### src/rtl/inst_sram_ctrl_pkg.sv
// Shared types and constants for the instruction SRAM controller:
// FSM state encoding, NOP returned for faulting lines, line/tag widths.
package inst_sram_ctrl_pkg;
    localparam int          ADDR_W   = 64;
    localparam int          LINE_W   = 64;
    localparam int          TAG_W    = ADDR_W - 3;
    localparam logic [31:0] NOP_INST = 32'h0000_0013;

    typedef enum logic [1:0] {
        S_IDLE  = 2'd0,
        S_REQ   = 2'd1,
        S_WAIT  = 2'd2,
        S_DRAIN = 2'd3
    } state_e;

    function automatic logic [ADDR_W-1:0] line_addr(input logic [ADDR_W-1:0] a);
        return {a[ADDR_W-1:3], 3'b000};
    endfunction
endpackage

### src/rtl/inst_line_buf.sv
// Single-line instruction buffer: tag/data/error/valid storage, hit compare
// and 32-bit word select (faulting lines read back as NOP).
module inst_line_buf
    import inst_sram_ctrl_pkg::*;
(
    input  logic              clk,
    input  logic              rst_n,
    input  logic              install_i,
    input  logic              invalidate_i,
    input  logic [TAG_W-1:0]  wr_tag_i,
    input  logic [LINE_W-1:0] wr_data_i,
    input  logic              wr_err_i,
    input  logic [TAG_W-1:0]  rd_tag_i,
    input  logic              rd_word_sel_i,
    output logic              hit_o,
    output logic [31:0]       rd_word_o,
    output logic              rd_err_o
);
    logic [TAG_W-1:0]  tag_q;
    logic [LINE_W-1:0] data_q;
    logic              err_q;
    logic              valid_q;

    always_ff @(posedge clk or negedge rst_n) begin
        if (!rst_n) begin
            tag_q   <= '0;
            data_q  <= '0;
            err_q   <= 1'b0;
            valid_q <= 1'b0;
        end else if (install_i) begin
            tag_q   <= wr_tag_i;
            data_q  <= wr_data_i;
            err_q   <= wr_err_i;
            valid_q <= 1'b1;
        end else if (invalidate_i) begin
            valid_q <= 1'b0;
        end
    end

    assign hit_o     = valid_q && (tag_q == rd_tag_i);
    assign rd_word_o = err_q ? NOP_INST : (rd_word_sel_i ? data_q[63:32] : data_q[31:0]);
    assign rd_err_o  = err_q;
endmodule

### src/rtl/inst_sram_ctrl.sv
// Instruction fetch controller: line-buffer hits return next cycle, misses
// fetch one 8-byte line over the bus. Define INST_LINE_BUF_EN to keep the line.
module inst_sram_ctrl
    import inst_sram_ctrl_pkg::*;
(
    input  logic              clk,
    input  logic              rst_n,
    input  logic              flush,
    input  logic              inst_sram_en,
    input  logic [7:0]        inst_sram_we,
    input  logic [63:0]       inst_sram_addr,
    input  logic [63:0]       inst_sram_wdata,
    output logic [31:0]       inst_sram_rdata,
    output logic              inst_fault,
    output logic              stallreq,
    output logic              mem_req_valid,
    input  logic              mem_req_ready,
    output logic [63:0]       mem_req_addr,
    input  logic              mem_resp_valid,
    input  logic [63:0]       mem_resp_data,
    input  logic              mem_resp_err
);
    state_e      state_q;
    logic        flushed_q;
    logic        req_valid_q;
    logic [63:0] req_addr_q;
    logic [31:0] rdata_q;
    logic        fault_q;

    logic        req, lookup, install, invalidate;
    logic        hit, buf_err;
    logic [31:0] buf_word;
    logic        unused_ok;

    assign unused_ok = ^{inst_sram_wdata, inst_sram_addr[1:0]};

    assign req     = inst_sram_en && (inst_sram_we == 8'h00);
    assign lookup  = (state_q == S_IDLE) && req && !flush;
    assign install = (state_q == S_WAIT) && mem_resp_valid && !flush;
`ifdef INST_LINE_BUF_EN
    assign invalidate = 1'b0;
`else
    // Without a persistent buffer each line is consumed by its replay hit.
    assign invalidate = lookup && hit;
`endif

    inst_line_buf u_line_buf (
        .clk           (clk),
        .rst_n         (rst_n),
        .install_i     (install),
        .invalidate_i  (invalidate),
        .wr_tag_i      (req_addr_q[63:3]),
        .wr_data_i     (mem_resp_data),
        .wr_err_i      (mem_resp_err),
        .rd_tag_i      (inst_sram_addr[63:3]),
        .rd_word_sel_i (inst_sram_addr[2]),
        .hit_o         (hit),
        .rd_word_o     (buf_word),
        .rd_err_o      (buf_err)
    );

    always_ff @(posedge clk or negedge rst_n) begin
        if (!rst_n) begin
            state_q     <= S_IDLE;
            flushed_q   <= 1'b0;
            req_valid_q <= 1'b0;
            req_addr_q  <= '0;
            rdata_q     <= '0;
            fault_q     <= 1'b0;
        end else begin
            case (state_q)
                S_IDLE: begin
                    if (flush) begin
                        fault_q <= 1'b0;
                    end else if (lookup && hit) begin
                        rdata_q <= buf_word;
                        fault_q <= buf_err;
                    end else if (lookup) begin
                        state_q     <= S_REQ;
                        flushed_q   <= 1'b0;
                        req_valid_q <= 1'b1;
                        req_addr_q  <= line_addr(inst_sram_addr);
                    end
                end
                S_REQ: begin
                    // A request already offered must complete; a flush only
                    // marks its response for discard.
                    if (mem_req_ready) begin
                        req_valid_q <= 1'b0;
                        state_q     <= (flushed_q || flush) ? S_DRAIN : S_WAIT;
                    end else if (flush) begin
                        flushed_q <= 1'b1;
                    end
                end
                S_WAIT: begin
                    if (mem_resp_valid)   state_q <= S_IDLE;
                    else if (flush)       state_q <= S_DRAIN;
                end
                S_DRAIN: begin
                    if (mem_resp_valid)   state_q <= S_IDLE;
                end
                default: state_q <= S_IDLE;
            endcase
        end
    end

    assign stallreq        = rst_n && ((state_q != S_IDLE) || (lookup && !hit));
    assign inst_sram_rdata = rdata_q;
    assign inst_fault      = fault_q;
    assign mem_req_valid   = req_valid_q;
    assign mem_req_addr    = req_addr_q;
endmodule

### config.mk
export PLATFORM = sky130hd
export DESIGN_NAME = inst_sram_ctrl
export DESIGN_NICKNAME = d
export VERILOG_FILES = /design/src/rtl/inst_sram_ctrl_pkg.sv /design/src/rtl/inst_line_buf.sv /design/src/rtl/inst_sram_ctrl.sv
export SDC_FILE = /design/constraint.sdc
export NUM_CORES = 1
export LEC_CHECK = 0
export CORE_MARGIN = 2
export CORE_UTILIZATION = 47
export DETAILED_ROUTE_END_ITERATION = 8
export PLACE_DENSITY = 0.88
export SLEW_MARGIN = 10
export SYNTH_ARGS = -nofsm -noshare
export SYNTH_HDL_FRONTEND = slang
export SYNTH_SLANG_ARGS = --single-unit
### constraint.sdc
create_clock -name clk -period 3.9 [get_ports clk]
set_clock_uncertainty 0.1 [all_clocks]
set_input_delay 1.17 -clock clk [delete_from_list [all_inputs] [get_ports clk]]
set_output_delay 1.17 -clock clk [all_outputs]
set_load 0.05 [all_outputs]
==> run_results.csv, run 1 <==
group,metric,value,unit
critical_path,end_kind,"output pin",
route,vias_per_cell,5.117,
route,avgRoutedWirePerCell,18.51,um
global_route,overflow,0,
logic_synthesis,synth_area_leader_cell,"dfrtp_1",
route,first_pass_iters,4,
status,violations,"negative setup slack",
die,core,20100,um2
cells_and_area,seqCellArea,5630,um2
cells_and_area,fillerInstances,1466,
placement,routabilityCongestion,0.8012,
critical_path,critical_path.max_fanout,2,
die,core.rowCount,52,
placement,hpwl,15.06,mm
status,status,"finished, violations left",
clocking,cts-root-buf,"clkbuf_16",
logic_synthesis,yosys-top-cells-count,"225 x dfrtp_1, 207 x mux2_2, 41 x xnor2_1",
logic_synthesis,ys.flop_type,"dfrtp_1",
die,dieArea,21580,um2
critical_path,critPathSlowestCell,"nor4_2",
pwr,p_int,4.865,mW
clocking,cts_made_buffers,24,
logic_synthesis,ys_warn_count,0,
global_route,grtUsageMet2,0.3615,
timing,max-slew-margin-rel,0.3865,
clocking,cts_hold_buf,0,
logic_synthesis,synth.most_common_cell,"dfrtp_1",
critical_path,cp.arrival,2770,ps
global_route,antenna_found_initial,1,
critical_path,cp-start-kind,"input port",
global_route,grtUsageTotal,0.2107,
clocking,worstSkewPairLatency,510,ps
clocking,cts_tree,"built",
logic_synthesis,synth_seq_cells,225,
cells_and_area,multiInputGateArea,3880,um2
logic_synthesis,synth_area,9595,um2
die,die_x,146.9,um
logic_synthesis,ys_seq_area_frac,0.5868,
die,start_util,0.4773,
critical_path,cp_cell_sequence,"buf_6 > xnor2_2 > nand4_1 > nor4_2 > buf_4 > nand4_1 > buf_4 > o21ai_4 > a21boi_4 > buf_8",
global_route,grt_max_degree,138,
critical_path,crit_required,2630,ps
pwr,switchingPower,1.734,mW
clocking,cts_max_level,1,
pwr,powerDensity,498.6,nW/um2
route,num_vias,6191,
timing,fmax,247.6,MHz
die,die_h,146.9,um
timing,tightestPinTransition,920.2,ps
logic_synthesis,yosys-top-cells-area,"dfrtp_1 59%, mux2_2 24%, xnor2_1 3.7%",
route,ant_nets,0,
pwr,swShare,0.2628,
cells_and_area,drive_above_1_share,0.3365,
timing,fin_crit,4039,ps
route,routed_wirelength,22.40,mm
timing,fin_ws,-139.3,ps
clocking,clock_sinks,225,
pwr,total_leakage_power,6.175,nW
timing,hold_violations,0,
timing,finalSetupViolCount,1,
pwr,vdd_ir_drop_max,0.3450,mV
logic_synthesis,avgSynthCellArea,14.39,um2
global_route,grt_util_met1,0.2675,
route,drt-initial-drc-count,193,
timing,min_period_over_period,1.036,
hold_path,hold_class,"reg -> reg",
die,ios,306,
timing,holdWs,391.2,ps
logic_synthesis,postSynthCellCount,667,
run,maxCapViolCount,0,
global_route,busiest_layer,"met2",
placement,io_buffers,236,
logic_synthesis,synth-edff-count,0,
global_route,grt_pass1_wl,36.31,mm
pwr,clkPwrFrac,0.352,
logic_synthesis,synth_top_area_frac,0.5868,
logic_synthesis,synth.distinct_cells,36,
cells_and_area,nets,1130,
placement,pre_cts_slack,-615.1,ps
critical_path,cpPeakStageDelay,280,ps
timing,maxSlewViolCount,0,
timing,rsz0062_at_grt,"true",
clocking,path_clk_slew,60,ps
critical_path,crit_type,"in -> out",
route,drc,0,
clocking,cts_buffer_depth,3,
pwr,power_frac_comb,0.193,
logic_synthesis,async_flop_share,1.000,
global_route,grt_pass1_vias,6766,
cells_and_area,syn_to_final_growth,37.92,%
pwr,seq_power_share,0.455,
global_route,use_met3,0.04224,
[final cells by class]
type	instances	share of cell area
repair buffers	263	0.1912
inverters	13	0.003687
clock buffers	37	0.05209
clock inverters	5	0.008698
diodes	1	0.0001891
flip-flops and latches	225	0.4255
multi-input cells	396	0.2932
well taps	270	0.02553
[metrics by stage]
stage	util	cell area [um2]	total power [mW]	cells	setup TNS [ps]
5_1_grt	0.6583	13230	6.925	1210	-255.0
2_1_floorplan	-	9614	3.823	669	0
4_1_cts	0.6570	13210	6.666	1208	-136.6
3_5_place_dp	0.6157	12380	4.315	1165	-30830
3_3_place_gp	0.6157	12380	4.242	1165	-30230
6_report	0.6583	13230	6.599	1210	-139.3
[power by group through the flow]
stage | Clock (mW) | Combinational (mW) | Sequential (mW)
finish | 2.32 | 1.28 | 3.00
global route | 2.47 | 1.40 | 3.06
CTS | 2.38 | 1.29 | 3.00
detailed placement | 0 | 1.28 | 3.04
global placement | 0 | 1.23 | 3.01
floorplan | 0 | 0.797 | 3.03
[metal layers]
| layer | share of wire | up-vias | routed length [um] |
|---|---|---|---|
| met5 | 0 | - | 0 |
| met4 | 0.030 | 0 | 680 |
| met3 | 0.056 | 42 | 1245 |
| met2 | 0.50 | 177 | 11170 |
| met1 | 0.42 | 3117 | 9304 |
| li1 | - | 2855 | - |
[sequential cells by signal, indices dropped and copies added, names as in the netlist]
signal and count:
state_q 2, flushed_q 1, inst_fault 1, u_line_buf.valid_q 1
u_line_buf.data_q 64, u_line_buf.rd_err_o 1, mem_req_addr 61, u_line_buf.tag_q 61
inst_sram_rdata 32, mem_req_valid 1
[path summary, 6_finish.rpt]
check,depth (start not counted),from,slack (ps),to
setup / recovery,10,inst_sram_addr[57],-140,stallreq
hold / removal,1,flushed_q,390,flushed_q
setup reg to reg,10,u_line_buf.tag_q[54],710,mem_req_addr[42]
hold reg to reg,1,flushed_q,390,flushed_q
max in group asynchronous,2,rst_n,2200,mem_req_addr[63]
min in group asynchronous,1,rst_n,420,inst_sram_rdata[12]
[critical path: cells and delay by family]
kind	cells	cell delay, ps
buffers and inverters	4	640
AO/OA/AOI/OAI	2	240
XOR/XNOR	1	160
AND/OR/NAND/NOR	3	550
[placed cells by master, fill, tap and decap left out, types with 9 or more instances in the layout]
cell             Yosys  layout
dfrtp_1            225     225
buf_2                6      18
nand4_1             12      12
dlygate4sd2_1        0      30
nor2_1              32      32
mux2i_1             29      29
clkbuf_1            14       9
buf_4                7      21
xnor2_1             41      31
clkdlybuf4s50_1      0     173
clkbuf_16            0      24
xor2_1              11      10
xnor2_2              0      10
mux2_2             207     207
inv_1               13      13
[repair_timing]
action / CTS / global route
endpoints found under the hold margin: 0 / 0
setup endpoints to repair: 1 / 1
gates resized for setup: 158 / 6
setup buffers: 1 / 1
pin swaps: 49 / 14
[cells by family (layout without fill, tap and decap cells)]
family / count (synthesis) / after routing / synth area share
XOR/XNOR: 52 / 52 / 0.04746
AO/OA/AOI/OAI: 29 / 29 / 0.02191
flip-flops: 225 / 225 / 0.5868
buffers and inverters: 48 / 318 / 0.02621
other: 1 / 4 / 0.0003908
multiplexers: 242 / 242 / 0.2802
AND/OR/NAND/NOR: 70 / 70 / 0.03703
Note: power is estimated with default switching activity, not from simulation.
==> run 2, diff against run 1 <==
CORE_UTILIZATION = 50   (was 47)
DONT_BUFFER_PORTS = 1   (was unset)
GPL_TIMING_DRIVEN = 0   (was unset)
PLACE_DENSITY = 0.72   (was 0.88)
==> run_results.csv, run 2 (synthesis gave the netlist of run 1 again) <==
group,metric,value,unit
status,status,"finished, violations left",
status,violations,"negative setup slack",
pwr,seq_power_share,0.483,
global_route,grt_pass1_wl,34.13,mm
timing,hold_violations,0,
pwr,vdd_ir_drop_max,0.3991,mV
timing,tightestPinTransition,817.7,ps
global_route,use_met3,0.05619,
global_route,grt_max_degree,227,
critical_path,critPathLaunch,"inst_sram_addr[29]",
pwr,clkPwrFrac,0.364,
clocking,worstSkewPairLatency,510,ps
global_route,overflow,0,
pwr,p_total,6.361,mW
die,die_h,142.5,um
cells_and_area,multiInputGateArea,3825,um2
clocking,cts_hold_buf,0,
timing,min_period_over_period,1.002,
pwr,powerDensity,585.2,nW/um2
clocking,cts_made_buffers,24,
route,num_vias,5508,
global_route,grt_pass1_vias,6058,
pwr,total_leakage_power,5.238,nW
global_route,grt_util_met1,0.2765,
critical_path,crit_type,"in -> out",
cells_and_area,utilization,0.5792,
route,routed_wirelength,22.14,mm
die,core.rowCount,50,
pwr,swShare,0.2629,
timing,max-slew-margin-rel,0.4549,
cells_and_area,largest_reg_flops,64,
cells_and_area,layout.cells.non_filler,953,
cells_and_area,nets,908,
die,core,18770,um2
timing,setup_tns,-8.404,ps
route,first_pass_iters,4,
timing,rsz0062_at_grt,"true",
pwr,p_int,4.689,mW
route,avgRoutedWirePerCell,23.23,um
cells_and_area,n_antenna_cell,0,
route,ant_nets,0,
global_route,grtUsageTotal,0.2164,
critical_path,crit_required,2630,ps
placement,hpwl,15.82,mm
route,drt-initial-drc-count,256,
clocking,cts_max_level,1,
cells_and_area,final_common_cell,"dfrtp_1",
timing,finalSetupViolCount,1,
clocking,clock_sinks,225,
global_route,busiest_layer,"met2",
placement,io_buffers,0,
die,die_x,142.5,um
cells_and_area,regMostFlops,"u_line_buf.data_q",
cells_and_area,drive_above_1_share,0.3978,
pwr,switchingPower,1.672,mW
critical_path,cp-start-kind,"input port",
timing,fmax,255.9,MHz
global_route,grtUsageMet2,0.3629,
die,ios,306,
clocking,cts_tree,"built",
pwr,power_frac_comb,0.153,
critical_path,worstReg2RegStart,"u_line_buf.tag_q[26]",
die,dieArea,20310,um2
placement,routabilityCongestion,0.7945,
cells_and_area,final_cell_mix,"225 x dfrtp_1, 207 x mux2_2, 33 x xnor2_1, 32 x nor2_1, 29 x mux2i_1",
critical_path,end_kind,"output pin",
cells_and_area,seqCellArea,5630,um2
critical_path,critical_path.max_fanout,2,
route,drc,0,
cells_and_area,syn_to_final_growth,13.29,%
run,maxCapViolCount,0,
critical_path,cp.arrival,2640,ps
placement,dp.cells,903,
clocking,path_clk_slew,60,ps
global_route,antenna_found_initial,0,
cells_and_area,fillerInstances,1501,
hold_path,hold_class,"in -> async",
timing,fin_crit,3908,ps
timing,holdWs,254.4,ps
die,start_util,0.5113,
clocking,cts-root-buf,"clkbuf_16",
timing,maxSlewViolCount,0,
timing,fin_ws,-8.404,ps
clocking,cts_buffer_depth,3,
route,vias_per_cell,5.780,
-- run 2: final cells by class --
type,instances,area share
Buffer,35,0.01899
Clock buffer,32,0.06457
Clock inverter,12,0.01105
Inverter,13,0.004489
Multi-Input combinational cell,396,0.3519
Sequential cell,225,0.5180
Tap cell,234,0.02693
Timing Repair Buffer,6,0.004144
-- run 2: worst max-delay path, stage by stage --
cell	delay (ps)
xnor2_4	160
nand4_1	180
nor4_4	420
nand4_1	130
buf_4	180
o21ai_4	150
buf_8	120
a21boi_4	110
-- run 2: power by group through the flow --
stage | Sequential, mW | Clock, mW | Combinational, mW
final | 3.07 | 2.31 | 0.975
after global routing | 3.12 | 2.45 | 1.08
after CTS | 3.07 | 2.36 | 0.983
after detailed placement | 3.11 | 0 | 0.970
after global placement | 3.07 | 0 | 0.913
after floorplan | 3.03 | 0 | 0.797
-- run 2: per-layer routing --
layer	part of all wire	routed length, um
met4	0.027	594
met2	0.50	10990
met1	0.40	8903
met3	0.075	1651
met5	0	0
-- run 2: path summary, 6_finish.rpt --
path | endpoint | slack (ps) | cells after the start
setup reg to reg | inst_sram_rdata[19] | 950 | 9
hold reg to reg | u_line_buf.data_q[22] | 400 | 1
min in group clk | u_line_buf.data_q[22] | 400 | 1
setup / recovery | stallreq | -8 | 8
hold / removal | u_line_buf.tag_q[33] | 250 | 0
max in group asynchronous | inst_sram_rdata[22] | 3090 | 0
-- run 2: metrics by stage --
stage	setup slack (ps)	instance area (um2)
4_1_cts	4.137	10840
5_1_grt	-95.38	10870
2_1_floorplan	51.55	9614
3_3_place_gp	-969.2	9907
3_5_place_dp	-948.4	9907
6_report	-8.404	10870
-- run 2: repair_timing --
item	in CTS	in global routing
setup buffers	6	0
gates cloned	0	0
pin swaps	7	4
endpoints found under the setup margin	1	1
resized for setup	10	3
